`config.mk`:
```
export PLATFORM = sky130hd
export DESIGN_NAME = rom_read_arbiter
export DESIGN_NICKNAME = d
export VERILOG_FILES = /design/src/rtl/rom_read_arbiter.sv
export SDC_FILE = /design/constraint.sdc
export NUM_CORES = 1
export LEC_CHECK = 0
export BUFFER_PORTS_ARGS = -buffer_cell sky130_fd_sc_hd__clkbuf_2
export CAP_MARGIN = 5
export CORE_MARGIN = 1
export CORE_UTILIZATION = 25
export CTS_CLUSTER_SIZE = 28
export DETAILED_ROUTE_END_ITERATION = 12
export GPL_TIMING_DRIVEN = 0
export PLACE_DENSITY = 0.48
export SYNTH_ARGS = -nofsm -noshare
export SYNTH_HDL_FRONTEND = slang
export SYNTH_SLANG_ARGS = --single-unit
```
`constraint.sdc`:
```
create_clock -name clk -period 3.5 [get_ports clk]
set_input_delay 0.525 -clock clk [delete_from_list [all_inputs] [get_ports clk]]
set_output_delay 0.525 -clock clk [all_outputs]
set_load 0.02 [all_outputs]
```
`src/rtl/rom_read_arbiter.sv`:
```
// rom_read_arbiter: shares one synchronous-read ROM between NUM_REQ requesters.
// Requests are granted one per cycle. Each granted read carries its requester
// index through a ROM_LATENCY-deep tag pipeline, so the returning rom_dout can
// be steered to the right requester.
// Build option: define ROM_ARB_FIXED_PRIO_EN to get fixed-priority arbitration
// (lowest valid index wins, no rotating pointer). Undefined gives round-robin.
module rom_read_arbiter #(
  parameter int NUM_REQ     = 4,
  parameter int ADDR_WIDTH  = 8,
  parameter int DATA_WIDTH  = 8,
  parameter int ROM_LATENCY = 1
) (
  input  logic                          clk,
  input  logic                          rst,
  input  logic                          en,
  input  logic [NUM_REQ-1:0]            req_valid,
  input  logic [NUM_REQ*ADDR_WIDTH-1:0] req_addr,
  output logic [NUM_REQ-1:0]            req_ready,
  output logic [NUM_REQ-1:0]            resp_valid,
  output logic [DATA_WIDTH-1:0]         resp_data,
  output logic [ADDR_WIDTH-1:0]         rom_addr,
  input  logic [DATA_WIDTH-1:0]         rom_dout
);

  localparam int IDX_W = (NUM_REQ > 1) ? $clog2(NUM_REQ) : 1;
  typedef logic [IDX_W-1:0] idx_t;

  logic [NUM_REQ-1:0]    grant_s;
  idx_t                  gidx_s;
  logic                  hs_s;

  logic [ADDR_WIDTH-1:0] rom_addr_q, rom_addr_d;
  logic [ROM_LATENCY-1:0] tag_vld_q, tag_vld_d;
  idx_t                  tag_id_q [ROM_LATENCY];
  idx_t                  tag_id_d [ROM_LATENCY];

`ifndef ROM_ARB_FIXED_PRIO_EN
  idx_t                  ptr_q, ptr_d;
`endif

  // Arbitration: pick the first valid requester, starting at the priority pointer.
  always_comb begin : arb_comb
    int   cand;
    idx_t cand_i;
    grant_s = '0;
    gidx_s  = '0;
    hs_s    = 1'b0;
    cand    = 0;
    cand_i  = '0;
    if (en && !rst) begin
      for (int off = 0; off < NUM_REQ; off++) begin
`ifdef ROM_ARB_FIXED_PRIO_EN
        cand = off;
`else
        cand = (int'(ptr_q) + off) % NUM_REQ;
`endif
        cand_i = idx_t'(cand);
        if (!hs_s && req_valid[cand_i]) begin
          grant_s[cand_i] = 1'b1;
          gidx_s          = cand_i;
          hs_s            = 1'b1;
        end else begin
          hs_s = hs_s;
        end
      end
    end else begin
      grant_s = '0;
    end
  end

  assign req_ready = grant_s;

`ifndef ROM_ARB_FIXED_PRIO_EN
  // Next pointer: the requester just after the winner gets top priority.
  always_comb begin
    ptr_d = ptr_q;
    if (hs_s) begin
      if (gidx_s == idx_t'(NUM_REQ - 1)) begin
        ptr_d = '0;
      end else begin
        ptr_d = gidx_s + idx_t'(1);
      end
    end else begin
      ptr_d = ptr_q;
    end
  end

  // Priority pointer register.
  always_ff @(posedge clk) begin
    if (rst) begin
      ptr_q <= '0;
    end else begin
      ptr_q <= ptr_d;
    end
  end
`endif

  // Next ROM address: the winner's address on a handshake, otherwise hold.
  always_comb begin
    rom_addr_d = rom_addr_q;
    for (int i = 0; i < NUM_REQ; i++) begin
      if (grant_s[i]) begin
        rom_addr_d = req_addr[i*ADDR_WIDTH +: ADDR_WIDTH];
      end else begin
        rom_addr_d = rom_addr_d;
      end
    end
  end

  // Tag pipeline next state: stage 0 takes this cycle's grant, the rest shift.
  always_comb begin
    tag_vld_d    = '0;
    tag_vld_d[0] = hs_s;
    tag_id_d[0]  = gidx_s;
    for (int i = 1; i < ROM_LATENCY; i++) begin
      tag_vld_d[i] = tag_vld_q[i-1];
      tag_id_d[i]  = tag_id_q[i-1];
    end
  end

  // ROM address and tag pipeline registers; reset discards in-flight reads.
  always_ff @(posedge clk) begin
    if (rst) begin
      rom_addr_q <= '0;
      tag_vld_q  <= '0;
      for (int i = 0; i < ROM_LATENCY; i++) begin
        tag_id_q[i] <= '0;
      end
    end else begin
      rom_addr_q <= rom_addr_d;
      tag_vld_q  <= tag_vld_d;
      for (int i = 0; i < ROM_LATENCY; i++) begin
        tag_id_q[i] <= tag_id_d[i];
      end
    end
  end

  assign rom_addr = rom_addr_q;

  // Response steering: ROM data passes straight through to the tagged requester.
  always_comb begin
    resp_valid = '0;
    resp_data  = '0;
    if (tag_vld_q[ROM_LATENCY-1] && !rst) begin
      resp_valid[tag_id_q[ROM_LATENCY-1]] = 1'b1;
      resp_data                           = rom_dout;
    end else begin
      resp_valid = '0;
      resp_data  = '0;
    end
  end

endmodule

```
==> reports/qor.csv, run 1 <==
stage,metric,value,unit
timing,worst slew pin tran,0.6631,ns
yosys,leading area contributor after synthesis,dfxtp_1,
timing,Final Max Tran Viols,0,
finish,Layout area overhead,34.90,%
placed_design,dpl ws,0.3054,ns
drt,WL/cell,11.60,microns
power_and_ir_drop,Gate power share,0.448,
power_and_ir_drop,static leakage power,0.9170,nW
yosys,Ys Warns,0,
finish,NumNets Final,277,
placed_design,Buffers on Ports,66,
job,Max Cap Viol,0,
clocking,H-tree levels,1,
power_and_ir_drop,sequential power share,0.319,
worst_setup_path,crit-path max cell delay,0.43,ns
clocking,worst skew pair latency,0.24,ns
yosys,Cells after Synth,151,
power_and_ir_drop,Max IR drop VDD,0.1037,mV
worst_setup_path,worst path bufs/invs,6,
floorplanning,starting density of the core,0.2604,
placed_design,Placed Cells,287,
power_and_ir_drop,sw frac,0.3686,
yosys,Synth area leaders,"dfxtp_1, mux2i_1, and2_1",
drt,vias per cell,4.505,
placed_design,Final Wtd Congestion,0.7112,
clocking,total clock buffers created by CTS,3,
power_and_ir_drop,Clk network pwr share,0.232,
yosys,async set-reset flop share out of synthesis,0,
worst_hold_path,Worst Hold Depth,2,
yosys,synthesized area,1330,sq um
floorplanning,die height,74.94,microns
timing,setup_tns,0,ns
drt,Antenna Nets Post-Route,0,
worst_setup_path,crit path capture type,output pin,
clocking,Post-CTS Resized,0,
global_route,initial antenna violation count,0,
yosys,number of synthesized flops with an enable pin,0,
worst_setup_path,CP max FO,10,
worst_setup_path,CP startpoint,ptr_q[0],
worst_setup_path,worst path required time,2.97,ns
yosys,post-synth cell types,46,
worst_setup_path,critical path's most frequent cell,inv_1,
placed_design,post-DP HPWL,2692,microns
timing,f_max,0.3083,GHz
clocking,Clock transition at path regs,0.05,ns
power_and_ir_drop,pwr/cell area,316.6,nW/um^2
global_route,largest net degree at the start of global routing,11,
floorplanning,Die Area,5616,sq um
finish,layout filler cell count,556,
floorplanning,num rows,26,
finish,Finished Layout Cells,291,
yosys,sequential area share after synthesis,0.1957,
clocking,clock root cell,clkbuf_8,
yosys,#FFs+latches synth,13,
power_and_ir_drop,P_sw,0.2094,mW
yosys,Yosys top cell area share,0.1957,
drt,starting DRC count in detailed routing,20,
finish,most frequent cells in the layout,"clkbuf_2, nor2_1, and2_1",
worst_setup_path,Top delay family on crit path,compound AO/OA/AOI/OAI gates,
global_route,total grt overflow,0,
timing,hold slack,0.5146,ns
worst_setup_path,arrival time at the worst endpoint,2.72,ns
worst_setup_path,"Cell Chain, Critical Path",buf_6 -> inv_1 -> ha_1 -> inv_1 -> a21oi_1 -> o221a_1 -> a221oi_2 -> o21a_2 -> buf_6 -> inv_1 -> clkbuf_2,
yosys,ys flop type,dfxtp_1,
clocking,hold buffers post-CTS,0,
global_route,GR Util All Layers,0.1193,
drt,final wirelength,3377,microns
yosys,syn nets,206,
worst_hold_path,Hold Crit Class,flip-flop to flip-flop,
finish,layout cell share with drive strength beyond 1,0.4299,
yosys,Mean Syn Cell Area,8.808,sq um
timing,setup ws final,0.2564,ns
timing,RSZ-0062 raised after global routing,no,
global_route,global-route wire length before repair,5202,microns
worst_setup_path,R2R Path Start,ptr_q[0],
worst_setup_path,FF-to-FF path depth,12,
worst_setup_path,crit start category,flip-flop,
global_route,vias in the first global route,1192,
timing,period utilization,0.9267,
floorplanning,DIE WIDTH,74.94,microns
timing,Rel. slew slack,0.5579,
floorplanning,IO Count,71,
status,run status,finished clean,
drt,number of detailed-route iterations in the first pass,4,
power_and_ir_drop,PnR Total Power,0.5681,mW
timing,final clock skew,0.001014,ns
finish,ANT cells,0,
drt,DR vias,1311,
clocking,clk sink count,13,
timing,Tmin final,3.244,ns
clocking,clock tree buffer depth,2,
worst_setup_path,Setup CP Type,flip-flop to output pin,
worst_hold_path,HP Start,rom_addr[1],
floorplanning,Core Region,5107,sq um
power_and_ir_drop,Int Pwr,0.3587,mW
clocking,TritonCTS clock tree,built,
drt,DRC,0,
timing,Final Hold Violating Endpoints,0,
finish,"leading cell type in the layout, fill and taps excluded",clkbuf_2,
clocking,setup bufs post-CTS,0,
worst_setup_path,slowest CP cell,dfxtp_2,
worst_setup_path,CP Depth,11,
timing,Setup Viol. Count Final,0,
-- path summary, 6_finish.rpt --
kind | endpoint | slack [ns]
setup reg to reg | rom_addr[2] | 0.49
hold / removal | rom_addr[1] | 0.51
hold reg to reg | rom_addr[1] | 0.51
setup / recovery | req_ready[1] | 0.26
-- cell type report --
class / count / area (sq um) / share of cell area
buffer: 10 / 73.82 / 0.04114
clock buffer: 4 / 45.04 / 0.02510
inverter: 7 / 26.28 / 0.01464
multi-input combinational: 121 / 969.7 / 0.5404
sequential: 13 / 261.5 / 0.1457
tap: 70 / 87.58 / 0.04881
timing repair buffer: 66 / 330.3 / 0.1841
-- worst register-to-register path, stage by stage, from the launching register on --
cell     delay (ns)
dfxtp_2        0.43
buf_6          0.17
inv_1          0.09
ha_1           0.40
inv_1          0.13
a21oi_1        0.07
o221a_1        0.29
a221o_1        0.37
a32oi_2        0.22
buf_6          0.19
nand2_1        0.19
o22ai_1        0.24
nor4_2         0.07
-- flip-flops by register name (all words and copies together), names as in the netlist --
signal	cells
rom_addr	8
ptr_q	2
tag_id_q	2
tag_vld_q	1
-- cells by family after synthesis --
logic type                 Yosys count  share of synthesized area
AOI/OAI and AO/OA                   37                     0.2455
adders and majority gates            8                    0.07526
buffers and inverters               17                    0.07526
DFF                                 13                     0.1957
muxes                               12                    0.09972
and+or+nand+nor                     64                     0.3086
-- Yosys cell counts (2+ instances only) --
master and n:
nor2_1 17, and2_1 16, dfxtp_1 13, mux2i_1 11, ha_1 8, o22ai_1 8, nor4_2 7, nand2_1 6
inv_1 5, buf_6 4, nor3b_1 4, o21ai_0 4, clkbuf_1 3, nor2b_1 3, a21o_1 2, and3_1 2
and3b_1 2, buf_2 2, inv_2 2, nand3_1 2, o211a_1 2, o21a_1 2, o21ai_1 2, o311a_1 2
-- stage by stage --
step / cell area (sq um) / utilization
floorplan: 1330 / -
global placement: 1748 / 0.3422
detailed placement: 1748 / 0.3422
CTS: 1793 / 0.3511
global route: 1794 / 0.3513
finish: 1794 / 0.3513
-- power groups by stage --
stage	clock (mW)	combinational (mW)	sequential (mW)
after floorplan	0	0.162	0.204
after global placement	0	0.257	0.185
after detailed placement	0	0.257	0.185
after CTS	0.139	0.258	0.182
after global routing	0.144	0.285	0.185
final	0.132	0.255	0.181
-- per-layer routing --
| layer | track usage | routed length, microns |
|---|---|---|
| met2 | 0.2062 | 1538 |
| met3 | 0.02945 | 184 |
| met5 | 0 | 0 |
| met1 | 0.1527 | 1623 |
| met4 | 0.01887 | 31 |
Note: power is estimated with default switching activity, not from simulation.
==> run 2, diff against run 1 <==
--- a/config.mk
+++ b/config.mk
@@ -9,6 +9,7 @@
 export CAP_MARGIN = 5
 export CORE_MARGIN = 1
 export CORE_UTILIZATION = 25
+export CTS_BUF_LIST = sky130_fd_sc_hd__clkbuf_8
 export CTS_CLUSTER_SIZE = 28
 export DETAILED_ROUTE_END_ITERATION = 12
 export GPL_TIMING_DRIVEN = 0
==> run 2 against run 1 <==
Combinational power is essentially flat. Critical path depth is the same. Worst setup slack is essentially flat. Final cell count is the same. Flip-flop and latch count is the same. Core utilization is the same. Via count is the same. Power shrank 0.49%. Sequential power is essentially flat. Clock skew is essentially flat. First-iteration DRC count is the same. Maximum frequency is essentially flat. Largest cell class unchanged. Largest power group unchanged.
==> reports/qor.csv, run 2 (synthesized netlist as in run 1, its figures left out) <==
stage,metric,value,unit
power_and_ir_drop,pwr/cell area,315.1,nW/um^2
timing,Rel. slew slack,0.5579,
clocking,total clock buffers created by CTS,3,
timing,period utilization,0.9269,
clocking,Clock transition at path regs,0.05,ns
placed_design,Final Wtd Congestion,0.7112,
worst_setup_path,crit start category,flip-flop,
placed_design,Buffers on Ports,66,
timing,RSZ-0062 raised after global routing,no,
drt,Antenna Nets Post-Route,0,
power_and_ir_drop,static leakage power,0.9212,nW
worst_setup_path,crit path capture type,output pin,
timing,f_max,0.3083,GHz
clocking,H-tree levels,1,
floorplanning,DIE WIDTH,74.94,microns
timing,Final Max Tran Viols,0,
placed_design,placed cell area,1748,sq um
worst_hold_path,Worst Hold Depth,2,
finish,Finished Layout Cells,291,
timing,Setup Viol. Count Final,0,
drt,starting DRC count in detailed routing,20,
job,Max Cap Viol,0,
worst_hold_path,HP Start,rom_addr[1],
finish,Layout area overhead,34.90,%
worst_setup_path,FF-to-FF path depth,12,
worst_setup_path,RR Endpoint,rom_addr[2],
floorplanning,Die Area,5616,sq um
power_and_ir_drop,PnR Total Power,0.5653,mW
clocking,worst skew pair latency,0.24,ns
floorplanning,die height,74.94,microns
worst_setup_path,Setup CP Type,flip-flop to output pin,
worst_hold_path,hold path endpoint,rom_addr[1],
floorplanning,IO Count,71,
worst_setup_path,worst path required time,2.97,ns
finish,ANT cells,0,
finish,most frequent cells in the layout,"clkbuf_2, nor2_1, and2_1",
placed_design,post-DP HPWL,2692,microns
clocking,clk sink count,13,
clocking,clock tree buffer depth,2,
worst_setup_path,CP max FO,10,
clocking,clock root cell,clkbuf_8,
drt,vias per cell,4.505,
finish,NumNets Final,277,
finish,Finished Cell Area,1794,sq um
timing,hold slack,0.5146,ns
worst_setup_path,R2R Path Start,ptr_q[0],
worst_hold_path,Hold Crit Class,flip-flop to flip-flop,
timing,final clock skew,0.001260,ns
drt,number of detailed-route iterations in the first pass,4,
worst_setup_path,worst reg2reg setup slack,0.49,ns
placed_design,Placed Cells,287,
floorplanning,num rows,26,
finish,layout cell share with drive strength beyond 1,0.4299,
timing,setup_tns,0,ns
global_route,global-route wire length before repair,5202,microns
drt,DR vias,1311,
power_and_ir_drop,Max IR drop VDD,0.1037,mV
drt,final wirelength,3377,microns
global_route,GR Util All Layers,0.1193,
floorplanning,starting density of the core,0.2604,
timing,worst slew pin tran,0.6632,ns
finish,"leading cell type in the layout, fill and taps excluded",clkbuf_2,
finish,Largest register FFs,8,
floorplanning,Core Region,5107,sq um
clocking,TritonCTS clock tree,built,
global_route,initial antenna violation count,0,
status,run status,finished clean,
timing,Final Hold Violating Endpoints,0,
drt,DRC,0,
global_route,total grt overflow,0,
worst_setup_path,arrival time at the worst endpoint,2.72,ns
timing,Tmin final,3.244,ns
global_route,largest net degree at the start of global routing,11,
global_route,vias in the first global route,1192,
drt,WL/cell,11.60,microns
==> run 2: final cells by class <==
class | instances | area, sq um
buffer | 10 | 73.82
clock buffer | 3 | 41.29
clock inverter | 1 | 3.754
fill | 556 | 3313
inverter | 7 | 26.28
multi-input combinational | 121 | 969.7
sequential | 13 | 261.5
tap | 70 | 87.58
timing repair buffer | 66 | 330.3
==> run 2: timing repair <==
action | 4_1_cts | 5_1_grt
buffers inserted | 0 | 0
resized for setup | 0 | 1
endpoints found under the setup margin | 0 | 4
hold buffers | 0 | 0
endpoints found under the hold margin | 0 | 0
==> run 2: through the flow <==
step / setup WS [ns] / util
after CTS: 0.1046 / 0.3511
final: 0.2560 / 0.3513
after detailed placement: 0.3054 / 0.3422
after global placement: 0.2970 / 0.3422
after floorplan: 0.6891 / -
after global routing: 0.01537 / 0.3513
==> run 2: power by group <==
part           internal [mW]  switching (mW)
Sequential             0.169          0.0126
Combinational          0.110           0.145
Clock                 0.0773          0.0518
Total                  0.356           0.210
==> run 2: how the worst max path moves through the flow <==
stage / from / to / slack, ns / cells past startpoint
finish: ptr_q[0] / req_ready[1] / 0.26 / 11
global route: ptr_q[0] / req_ready[2] / 0.02 / 9
CTS: ptr_q[0] / req_ready[1] / 0.10 / 11
detailed placement: ptr_q[0] / rom_addr[1] / 0.31 / 12
global placement: ptr_q[0] / rom_addr[2] / 0.30 / 12
floorplan: ptr_q[0] / rom_addr[0] / 0.69 / 12
==> run 2: worst max-delay path: stages, from the launching register on <==
cell      delay [ns]
dfxtp_2         0.43
buf_6           0.17
inv_1           0.09
ha_1            0.40
inv_1           0.13
a21oi_1         0.07
o221a_1         0.29
a221oi_2        0.30
o21a_2          0.21
buf_6           0.18
inv_1           0.05
clkbuf_2        0.15
==> run 2: routing by layer <==
layer	global-route usage	vias up	wire length [microns]
met5	0	-	0
met4	0.01887	0	31
met3	0.02945	4	184
met2	0.2062	40	1537
met1	0.1527	570	1623
li1	-	697	-
==> run 3, diff against run 2 <==
--- a/config.mk
+++ b/config.mk
@@ -7,13 +7,15 @@
 export LEC_CHECK = 0
 export BUFFER_PORTS_ARGS = -buffer_cell sky130_fd_sc_hd__clkbuf_2
 export CAP_MARGIN = 5
+export CELL_PAD_IN_SITES_DETAIL_PLACEMENT = 1
+export CELL_PAD_IN_SITES_GLOBAL_PLACEMENT = 2
 export CORE_MARGIN = 1
 export CORE_UTILIZATION = 25
 export CTS_BUF_LIST = sky130_fd_sc_hd__clkbuf_8
-export CTS_CLUSTER_SIZE = 28
+export CTS_CLUSTER_SIZE = 25
 export DETAILED_ROUTE_END_ITERATION = 12
 export GPL_TIMING_DRIVEN = 0
-export PLACE_DENSITY = 0.48
+export PLACE_DENSITY = 0.8
 export SYNTH_ARGS = -nofsm -noshare
 export SYNTH_HDL_FRONTEND = slang
 export SYNTH_SLANG_ARGS = --single-unit
==> run 3 against run 2 <==
Core utilization unchanged. Flip-flop and latch count unchanged. Maximum frequency down 0.36%. Clock-buffer cell count unchanged. Final cell count unchanged. Sequential share of layout area unchanged. Critical endpoint is now req_ready[2]. Highest routed layer unchanged.
==> reports/qor.csv, run 3 (synthesized netlist as in run 1, its figures left out) <==
stage,metric,value,unit
worst_setup_path,crit path capture type,output pin,
timing,hold slack,0.5177,ns
power_and_ir_drop,static leakage power,0.9212,nW
floorplanning,Die Area,5616,sq um
finish,Layout area overhead,34.90,%
floorplanning,starting density of the core,0.2604,
clocking,total clock buffers created by CTS,3,
worst_setup_path,FF-to-FF path depth,12,
worst_setup_path,CP max FO,10,
worst_setup_path,crit start category,flip-flop,
placed_design,Final Wtd Congestion,0.7333,
clocking,H-tree levels,1,
status,run status,finished clean,
timing,RSZ-0062 raised after global routing,no,
floorplanning,Core Region,5107,sq um
clocking,worst skew pair latency,0.24,ns
finish,layout cell share with drive strength beyond 1,0.4299,
clocking,hold buffers post-CTS,0,
clocking,TritonCTS clock tree,built,
drt,starting DRC count in detailed routing,68,
power_and_ir_drop,Max IR drop VDD,0.1168,mV
timing,worst slew pin tran,0.6435,ns
worst_setup_path,RR Endpoint,rom_addr[5],
floorplanning,IO Count,71,
clocking,setup bufs post-CTS,0,
timing,Final Hold Violating Endpoints,0,
timing,setup_tns,0,ns
worst_hold_path,Hold Crit Class,flip-flop to flip-flop,
drt,number of detailed-route iterations in the first pass,4,
timing,final clock skew,0.003514,ns
timing,setup ws final,0.2442,ns
global_route,GR Util All Layers,0.1359,
worst_hold_path,Worst Hold Depth,2,
worst_setup_path,Setup CP Type,flip-flop to output pin,
placed_design,Buffers on Ports,66,
drt,WL/cell,12.82,microns
finish,"leading cell type in the layout, fill and taps excluded",clkbuf_2,
worst_setup_path,worst reg2reg setup slack,0.46,ns
finish,most frequent cells in the layout,"clkbuf_2, nor2_1, and2_1",
job,Max Cap Viol,0,
worst_hold_path,hold path endpoint,rom_addr[2],
worst_hold_path,HP Start,rom_addr[2],
timing,Setup Viol. Count Final,0,
drt,Antenna Nets Post-Route,0,
placed_design,post-DP HPWL,3127,microns
global_route,total grt overflow,0,
finish,register area,261.5,sq um
worst_setup_path,worst path required time,2.97,ns
timing,period utilization,0.9302,
timing,Rel. slew slack,0.5710,
finish,final core utilization,0.3513,
clocking,clk sink count,13,
floorplanning,num rows,26,
global_route,vias in the first global route,1308,
placed_design,dpl ws,0.3048,ns
power_and_ir_drop,pwr/cell area,317.2,nW/um^2
drt,DR vias,1379,
finish,Largest register FFs,8,
clocking,Clock transition at path regs,0.05,ns
timing,Final Max Tran Viols,0,
worst_setup_path,arrival time at the worst endpoint,2.73,ns
finish,layout filler cell count,665,
drt,DRC,0,
finish,Multi-input gate area,969.7,sq um
drt,final wirelength,3732,microns
drt,vias per cell,4.739,
worst_setup_path,R2R Path Start,ptr_q[0],
floorplanning,die height,74.94,microns
global_route,global-route wire length before repair,5802,microns
clocking,clock root cell,clkbuf_8,
finish,ANT cells,0,
timing,f_max,0.3071,GHz
floorplanning,DIE WIDTH,74.94,microns
clocking,clock tree buffer depth,2,
global_route,largest net degree at the start of global routing,11,
finish,NumNets Final,277,
global_route,initial antenna violation count,0,
timing,Tmin final,3.256,ns
run 3: cell counts in the layout (fill, tap and decap cells not counted):
No cell type changed its count.
run 3: final cells by class:
cell class,instances,area share
tap,70,0.04881
sequential,13,0.1457
clock buffer,3,0.02301
timing repair buffer,66,0.1841
buffer,10,0.04114
multi-input combinational,121,0.5404
clock inverter,1,0.002092
inverter,7,0.01464
run 3: stage by stage:
stage / power [mW] / instance area [sq um] / std cells
after CTS: 0.5812 / 1793 / 291
after floorplan: 0.3658 / 1330 / 151
after detailed placement: 0.4460 / 1748 / 287
after global placement: 0.4413 / 1748 / 287
final: 0.5691 / 1794 / 291
after global routing: 0.6142 / 1794 / 291
run 3: worst max-delay path by stage:
| stage | from | endpoint | slack, ns | cells after the start |
|---|---|---|---|---|
| after detailed placement | ptr_q[0] | rom_addr[5] | 0.30 | 12 |
| final | ptr_q[0] | req_ready[2] | 0.24 | 9 |
| after CTS | ptr_q[0] | req_ready[2] | 0.08 | 9 |
| after floorplan | ptr_q[0] | rom_addr[0] | 0.69 | 12 |
| after global routing | ptr_q[0] | req_ready[2] | 0.03 | 9 |
| after global placement | ptr_q[0] | rom_addr[0] | 0.33 | 12 |
run 3: power by group:
| part | internal, mW | total, mW | switching, mW |
|---|---|---|---|
| clock | 0.0773 | 0.130 | 0.0523 |
| combinational | 0.110 | 0.257 | 0.148 |
| sequential | 0.169 | 0.182 | 0.0131 |
run 3: layer usage:
metal / routed length [microns] / up-vias / part of all wire / global-route usage
met5: 0 / - / 0 / 0
met4: 17 / 0 / 0.0046 / 0.03145
met3: 286 / 2 / 0.077 / 0.02811
met2: 1681 / 49 / 0.45 / 0.2402
met1: 1747 / 632 / 0.47 / 0.1690
li1: - / 696 / - / -
run 3: timing repair:
item | CTS | global route
hold endpoints to repair | 0 | 0
gates resized for setup | 0 | 1
setup endpoints to repair | 0 | 4
run 3: worst max-delay path, stage by stage (launching register included):
cell      delay (ns)
dfxtp_2         0.43
buf_6           0.17
inv_1           0.09
ha_1            0.42
mux4_2          0.41
nor4b_1         0.30
a211o_1         0.20
a31oi_4         0.13
inv_2           0.14
clkbuf_2        0.18
